$ cat src/rtl/pc_sequencer_if.sv
// pc_sequencer_if: next-PC candidates, control events and committed fetch state
interface pc_sequencer_if;
   logic [15:0] nextPC_i;
   logic [15:0] Inc2_i;
   logic        Redirect_i;
   logic        PcStall_i;
   logic        Halt_i;
   logic        SIIC_i;
   logic        RTI_i;
   logic [15:0] PC_o;
   logic [15:0] EPC_o;
   logic        Halted_o;
   logic        InExc_o;
   logic        FlushIF_o;
   logic [15:0] FetchCount_o;
   modport master (
      output nextPC_i, Inc2_i, Redirect_i, PcStall_i, Halt_i, SIIC_i, RTI_i,
      input  PC_o, EPC_o, Halted_o, InExc_o, FlushIF_o, FetchCount_o
   );
   modport slave (
      input  nextPC_i, Inc2_i, Redirect_i, PcStall_i, Halt_i, SIIC_i, RTI_i,
      output PC_o, EPC_o, Halted_o, InExc_o, FlushIF_o, FetchCount_o
   );
endinterface

$ cat src/rtl/pc_sequencer.sv
// pc_sequencer: registered PC, EPC, halt/exception state and fetch counter
module pc_sequencer #(
   parameter logic [15:0] RESET_PC   = 16'h0000,
   parameter logic [15:0] EXC_VECTOR = 16'h0002
) (
   input logic           clk,
   input logic           rst,
   pc_sequencer_if.slave bus
);
   typedef enum logic [1:0] {RUN, HANDLER, HALTED} state_t;
   state_t      state_q;
   logic [15:0] pc_q, epc_q, cnt_q;
   logic        halted_q, inexc_q, flush_q;
   // Control FSM: Halt > SIIC (RUN only) > PcStall > RTI (HANDLER only) > advance
   always_ff @(posedge clk) begin
      if (rst) begin
         state_q  <= RUN;
         pc_q     <= RESET_PC;
         epc_q    <= 16'h0000;
         cnt_q    <= 16'h0000;
         halted_q <= 1'b0;
         inexc_q  <= 1'b0;
         flush_q  <= 1'b0;
      end else if (state_q == HALTED) begin
         flush_q <= 1'b0;
      end else if (bus.Halt_i) begin
         state_q  <= HALTED;
         halted_q <= 1'b1;
         inexc_q  <= 1'b0;
         flush_q  <= 1'b0;
      end else if (bus.SIIC_i && state_q == RUN) begin
         state_q <= HANDLER;
         epc_q   <= bus.Inc2_i;
         pc_q    <= EXC_VECTOR;
         inexc_q <= 1'b1;
         flush_q <= 1'b1;
         cnt_q   <= cnt_q + 16'd1;
      end else if (bus.PcStall_i) begin
         flush_q <= 1'b0;
      end else if (bus.RTI_i && state_q == HANDLER) begin
         state_q <= RUN;
         pc_q    <= epc_q;
         inexc_q <= 1'b0;
         flush_q <= 1'b1;
         cnt_q   <= cnt_q + 16'd1;
      end else begin
         pc_q    <= bus.nextPC_i;
         flush_q <= bus.Redirect_i;
         cnt_q   <= cnt_q + 16'd1;
      end
   end
   assign bus.PC_o         = pc_q;
   assign bus.EPC_o        = epc_q;
   assign bus.Halted_o     = halted_q;
   assign bus.InExc_o      = inexc_q;
   assign bus.FlushIF_o    = flush_q;
   assign bus.FetchCount_o = cnt_q;
endmodule

$ cat src/flat_wrapper.sv
// flat-port wrapper written by rule: the top's interface ports become plain ports
module pc_sequencer_flat 
#(
   parameter logic [15:0] RESET_PC   = 16'h0000,
   parameter logic [15:0] EXC_VECTOR = 16'h0002
)
  (clk, rst, bus_nextPC_i, bus_Inc2_i, bus_Redirect_i, bus_PcStall_i, bus_Halt_i, bus_SIIC_i, bus_RTI_i, bus_PC_o, bus_EPC_o, bus_Halted_o, bus_InExc_o, bus_FlushIF_o, bus_FetchCount_o);
  pc_sequencer_if bus_i ();
  input logic clk;
  input logic rst;
  input wire logic [$bits(bus_i.nextPC_i)-1:0] bus_nextPC_i;
  input wire logic [$bits(bus_i.Inc2_i)-1:0] bus_Inc2_i;
  input wire logic [$bits(bus_i.Redirect_i)-1:0] bus_Redirect_i;
  input wire logic [$bits(bus_i.PcStall_i)-1:0] bus_PcStall_i;
  input wire logic [$bits(bus_i.Halt_i)-1:0] bus_Halt_i;
  input wire logic [$bits(bus_i.SIIC_i)-1:0] bus_SIIC_i;
  input wire logic [$bits(bus_i.RTI_i)-1:0] bus_RTI_i;
  output wire logic [$bits(bus_i.PC_o)-1:0] bus_PC_o;
  output wire logic [$bits(bus_i.EPC_o)-1:0] bus_EPC_o;
  output wire logic [$bits(bus_i.Halted_o)-1:0] bus_Halted_o;
  output wire logic [$bits(bus_i.InExc_o)-1:0] bus_InExc_o;
  output wire logic [$bits(bus_i.FlushIF_o)-1:0] bus_FlushIF_o;
  output wire logic [$bits(bus_i.FetchCount_o)-1:0] bus_FetchCount_o;
  assign bus_i.nextPC_i = bus_nextPC_i;
  assign bus_i.Inc2_i = bus_Inc2_i;
  assign bus_i.Redirect_i = bus_Redirect_i;
  assign bus_i.PcStall_i = bus_PcStall_i;
  assign bus_i.Halt_i = bus_Halt_i;
  assign bus_i.SIIC_i = bus_SIIC_i;
  assign bus_i.RTI_i = bus_RTI_i;
  assign bus_PC_o = bus_i.PC_o;
  assign bus_EPC_o = bus_i.EPC_o;
  assign bus_Halted_o = bus_i.Halted_o;
  assign bus_InExc_o = bus_i.InExc_o;
  assign bus_FlushIF_o = bus_i.FlushIF_o;
  assign bus_FetchCount_o = bus_i.FetchCount_o;
  pc_sequencer #(.RESET_PC(RESET_PC), .EXC_VECTOR(EXC_VECTOR)) u_core (.clk(clk), .rst(rst), .bus(bus_i));
endmodule
$ cat config.mk
export PLATFORM = sky130hd
export DESIGN_NAME = pc_sequencer_flat
export DESIGN_NICKNAME = d
export VERILOG_FILES = /design/src/rtl/pc_sequencer_if.sv /design/src/rtl/pc_sequencer.sv /design/src/flat_wrapper.sv
export SDC_FILE = /design/constraint.sdc
export NUM_CORES = 1
export LEC_CHECK = 0
export CORE_ASPECT_RATIO = 1.2
export CORE_MARGIN = 10
export CORE_UTILIZATION = 43
export CTS_CLUSTER_DIAMETER = 200
export DETAILED_ROUTE_END_ITERATION = 6
export PLACE_DENSITY_LB_ADDON = 0.08
export REMOVE_ABC_BUFFERS = 1
export SETUP_SLACK_MARGIN = 0.5
export SYNTH_ARGS = -nofsm -noshare
export SYNTH_HDL_FRONTEND = slang
export SYNTH_SLANG_ARGS = --single-unit
$ cat constraint.sdc
create_clock -name clk -period 1.87 [get_ports clk]
set_input_delay 0.187 -clock clk [delete_from_list [all_inputs] [get_ports clk]]
set_output_delay 0.187 -clock clk [all_outputs]
set_load 0.1 [all_outputs]
==> key figures <==
Synth
  – Ys async rst share: 0%
  – EDFF count, synth: 0
  – Sequential fraction of the synthesis area: 46.61%
  – Main flop type after synthesis: dfxtp_1
  – Ys Warns: 0
  – Cell Area, Synth: 2233 um^2
  – Syn_area_per_cell: 8.758 um^2
  – Yosys cell types: 39
  – Cell count after synthesis: 255
  – Synth Register Bits: 52

GRT
  – First-pass GRT wire length: 12060 um
  – Gr ovfl total: 0
  – Total GRT Usage: 17.19%
  – Initial antenna violation count: 0
  – Largest net degree at the start of global routing: 17
  – Vias in the first global route: 2462

Hold path
  – Min-delay src: rst
  – Hold depth: 2
  – HP Class: in2reg
  – Hold-critical path endpoint: u_core.bus.EPC_o[12]$_SDFFE_PP0P_

Critical path
  – CP Max Fanout: 5
  – Worst r2r src: u_core.bus.FetchCount_o[1]$_SDFFE_PP0P_
  – Worst Setup SP: u_core.bus.FetchCount_o[1]$_SDFFE_PP0P_
  – Flop2flop setup slack: 0.28 ns
  – Worst setup EP type: flop
  – R2R depth: 5
  – Crit path cell chain: ha_4, nand3_4, or2_4, or4_4, a21oi_2
  – CP required: 2.11 ns
  – Reg2reg end: u_core.bus.FetchCount_o[12]$_SDFFE_PP0P_
  – CP peak stage delay: 0.52 ns
  – CP startpoint kind: flop
  – Critical path arrival: 1.82 ns
  – CP max-delay cell: or4_4
  – Critical path type: reg2reg

STA
  – Final Hold Vio Count: 0
  – Final worst slack: 0.2836 ns
  – WHS: 0.2256 ns
  – RSZ-0062 raised after global routing: true
  – Fin Setup TNS: 0 ns
  – Worst-margin pin slew: 0.3549 ns
  – Endpoints failing setup: 0
  – Rel. slew slack: 76.33%
  – Period Utilization, post-route: 84.83%
  – Crit path time final: 1.586 ns
  – Worst-case clock skew: 0.009832 ns
  – Max Slew Vio Count: 0
  – F_max: 630.4 MHz

Place
  – Dpl hpwl: 4946 um
  – Dpl cells: 414
  – Routability Congestion: 0.7622
  – PortBufs: 89
  – Place WS: -0.1125 ns

Layout
  – Final nets: 426
  – Most frequent cells in the layout: buf_4, dfxtp_1, clkdlybuf4s50_1
  – Layout cells sized above 1: 49.35%
  – Syn-to-layout area delta: 79.78%
  – Commonest non-fill, non-tap cell in the layout: buf_4
  – Fin cells: 447
  – Ant diodes: 0

Power and ir drop
  – P_leak: 1.719 nW
  – Peak supply drop: 0.4608 mV
  – Switching power: 910.1 uW
  – Internal Power: 1.837 mW
  – Power Dens Cells: 684.2 nW/um^2
  – Switch share: 33.13%
  – Combinational power share: 28.9%
  – Sequential Power Share: 42.7%
  – Power share of the clock group: 28.3%
  – Final Power: 2.747 mW

CTS
  – CTS Sinks: 52
  – Later-pin clock latency in the skew report: 0.31 ns
  – Clock root cell: clkbuf_8
  – CTS tree: built
  – CTS Hold Buffers Added: 0
  – Num CTS Buffers: 5
  – Clk slew on worst S/H paths: 0.10 ns
  – CTS HTree Levels: 2
  – Longest Clk Path Bufs: 2

Drt
  – DR DRC count: 0
  – Antenna Nets Post-Route: 0
  – DR pass1 iterations: 4
  – Via density per instance: 5.456
  – Routed wire per std cell: 17.66 um
  – Routed wire length: 7896 um
  – Vias: 2439
  – Initial DRC Count: 77

Run status
  – Run status: completed

Die
  – Die Width: 85.79 um
  – Starting Density: 44.89%
  – Die H: 98.95 um
  – Core ar.: 4975 um^2
  – Rows: 28
  – Die ar.: 8488 um^2
  – # IOs: 90

Flow run
  – Total of max-cap violations: 0
-- per-stage QoR --
step | util (%) | cell area (um^2)
2_1_floorplan | - | 2166
3_3_place_gp | 64.31 | 3199
3_5_place_dp | 64.31 | 3199
4_1_cts | 74.65 | 3714
5_1_grt | 80.71 | 4015
6_report | 80.71 | 4015
-- synthesized netlist by cell type, types with 2 or more instances --
library cell | instances | area [um^2]
nor2_1 | 21 | 78.83
or3_1 | 6 | 37.54
inv_1 | 6 | 22.52
a2bb2oi_1 | 15 | 131.4
o21ai_0 | 6 | 30.03
clkbuf_1 | 8 | 30.03
nand3_1 | 5 | 25.02
nand2_1 | 40 | 150.1
a21oi_1 | 34 | 170.2
o31ai_1 | 7 | 52.55
buf_2 | 6 | 30.03
or4_1 | 7 | 52.55
nand4_1 | 2 | 12.51
dfxtp_1 | 52 | 1041
mux2i_1 | 16 | 160.2
-- power by group through the flow --
stage          sequential, mW  combinational, mW  clock (mW)
6_report                 1.17              0.794       0.779
5_1_grt                  1.18              0.832       0.832
4_1_cts                  1.17              0.730       0.796
3_5_place_dp             1.20              0.645           0
3_3_place_gp             1.20              0.641           0
2_1_floorplan            1.48              0.127           0
-- layer usage --
| metal | wire [um] | part of all wire [%] | GRT usage, % |
|---|---|---|---|
| met3 | 625 | 7.9 | 7.331 |
| met5 | 0 | 0 | 0 |
| met1 | 2947 | 37 | 17.70 |
| met4 | 97 | 1.2 | 4.442 |
| met2 | 4225 | 54 | 30.95 |
-- cell families after synthesis --
group                      synth area share, %
xor gates and xnor gates                0.3922
muxes                                    7.675
DFF                                      46.61
buffers and inverters                    4.202
AOI/OAI and AO/OA                        19.66
adders and majority gates               0.5601
and+or+nand+nor                          20.90
-- flip-flops by register name (all words and copies together) (netlist names) --
signal	cells
u_core.bus.Halted_o	1
u_core.bus.FetchCount_o	16
u_core.bus.FlushIF_o	1
u_core.state_q	2
u_core.bus.PC_o	16
u_core.bus.EPC_o	16
-- layout make-up --
cell class	count	area, um^2
Fill cell	326	959.7
Inverter	7	26.28
Timing Repair Buffer	138	1231
Tap cell	60	75.07
Clock inverter	3	42.54
Multi-Input combinational cell	182	1501
Sequential cell	52	1070
Clock buffer	5	68.82
-- how the worst max path moves through the flow --
stage	endpoint	slack, ns	cells past startpoint
after global routing	u_core.bus.FetchCount_o[12]$_SDFFE_PP0P_	0.20	7
after floorplan	u_core.bus.PC_o[0]$_SDFFE_PP0P_	-0.68	4
after detailed placement	u_core.bus.FetchCount_o[15]$_SDFFE_PP0P_	-0.11	5
after global placement	u_core.bus.FetchCount_o[15]$_SDFFE_PP0P_	-0.06	5
after CTS	u_core.bus.FetchCount_o[12]$_SDFFE_PP0P_	0.31	5
final	u_core.bus.FetchCount_o[12]$_SDFFE_PP0P_	0.28	5
-- what timing repair did --
item | 4_1_cts | 5_1_grt
pin swaps | 15 | 33
resized for setup | 53 | 63
setup endpoints to repair | 29 | 48
buffers inserted | 17 | 5
cloned | 2 | 1
-- critical path, delay by kind of cell, from the launching register on --
family	cells	cell delay [ns]
AO/OA/AOI/OAI	1	0.12
adder cells (fa/ha/maj)	1	0.15
flip-flops	1	0.38
AND/OR/NAND/NOR	3	0.88
Power figures use the tool's default switching activity.
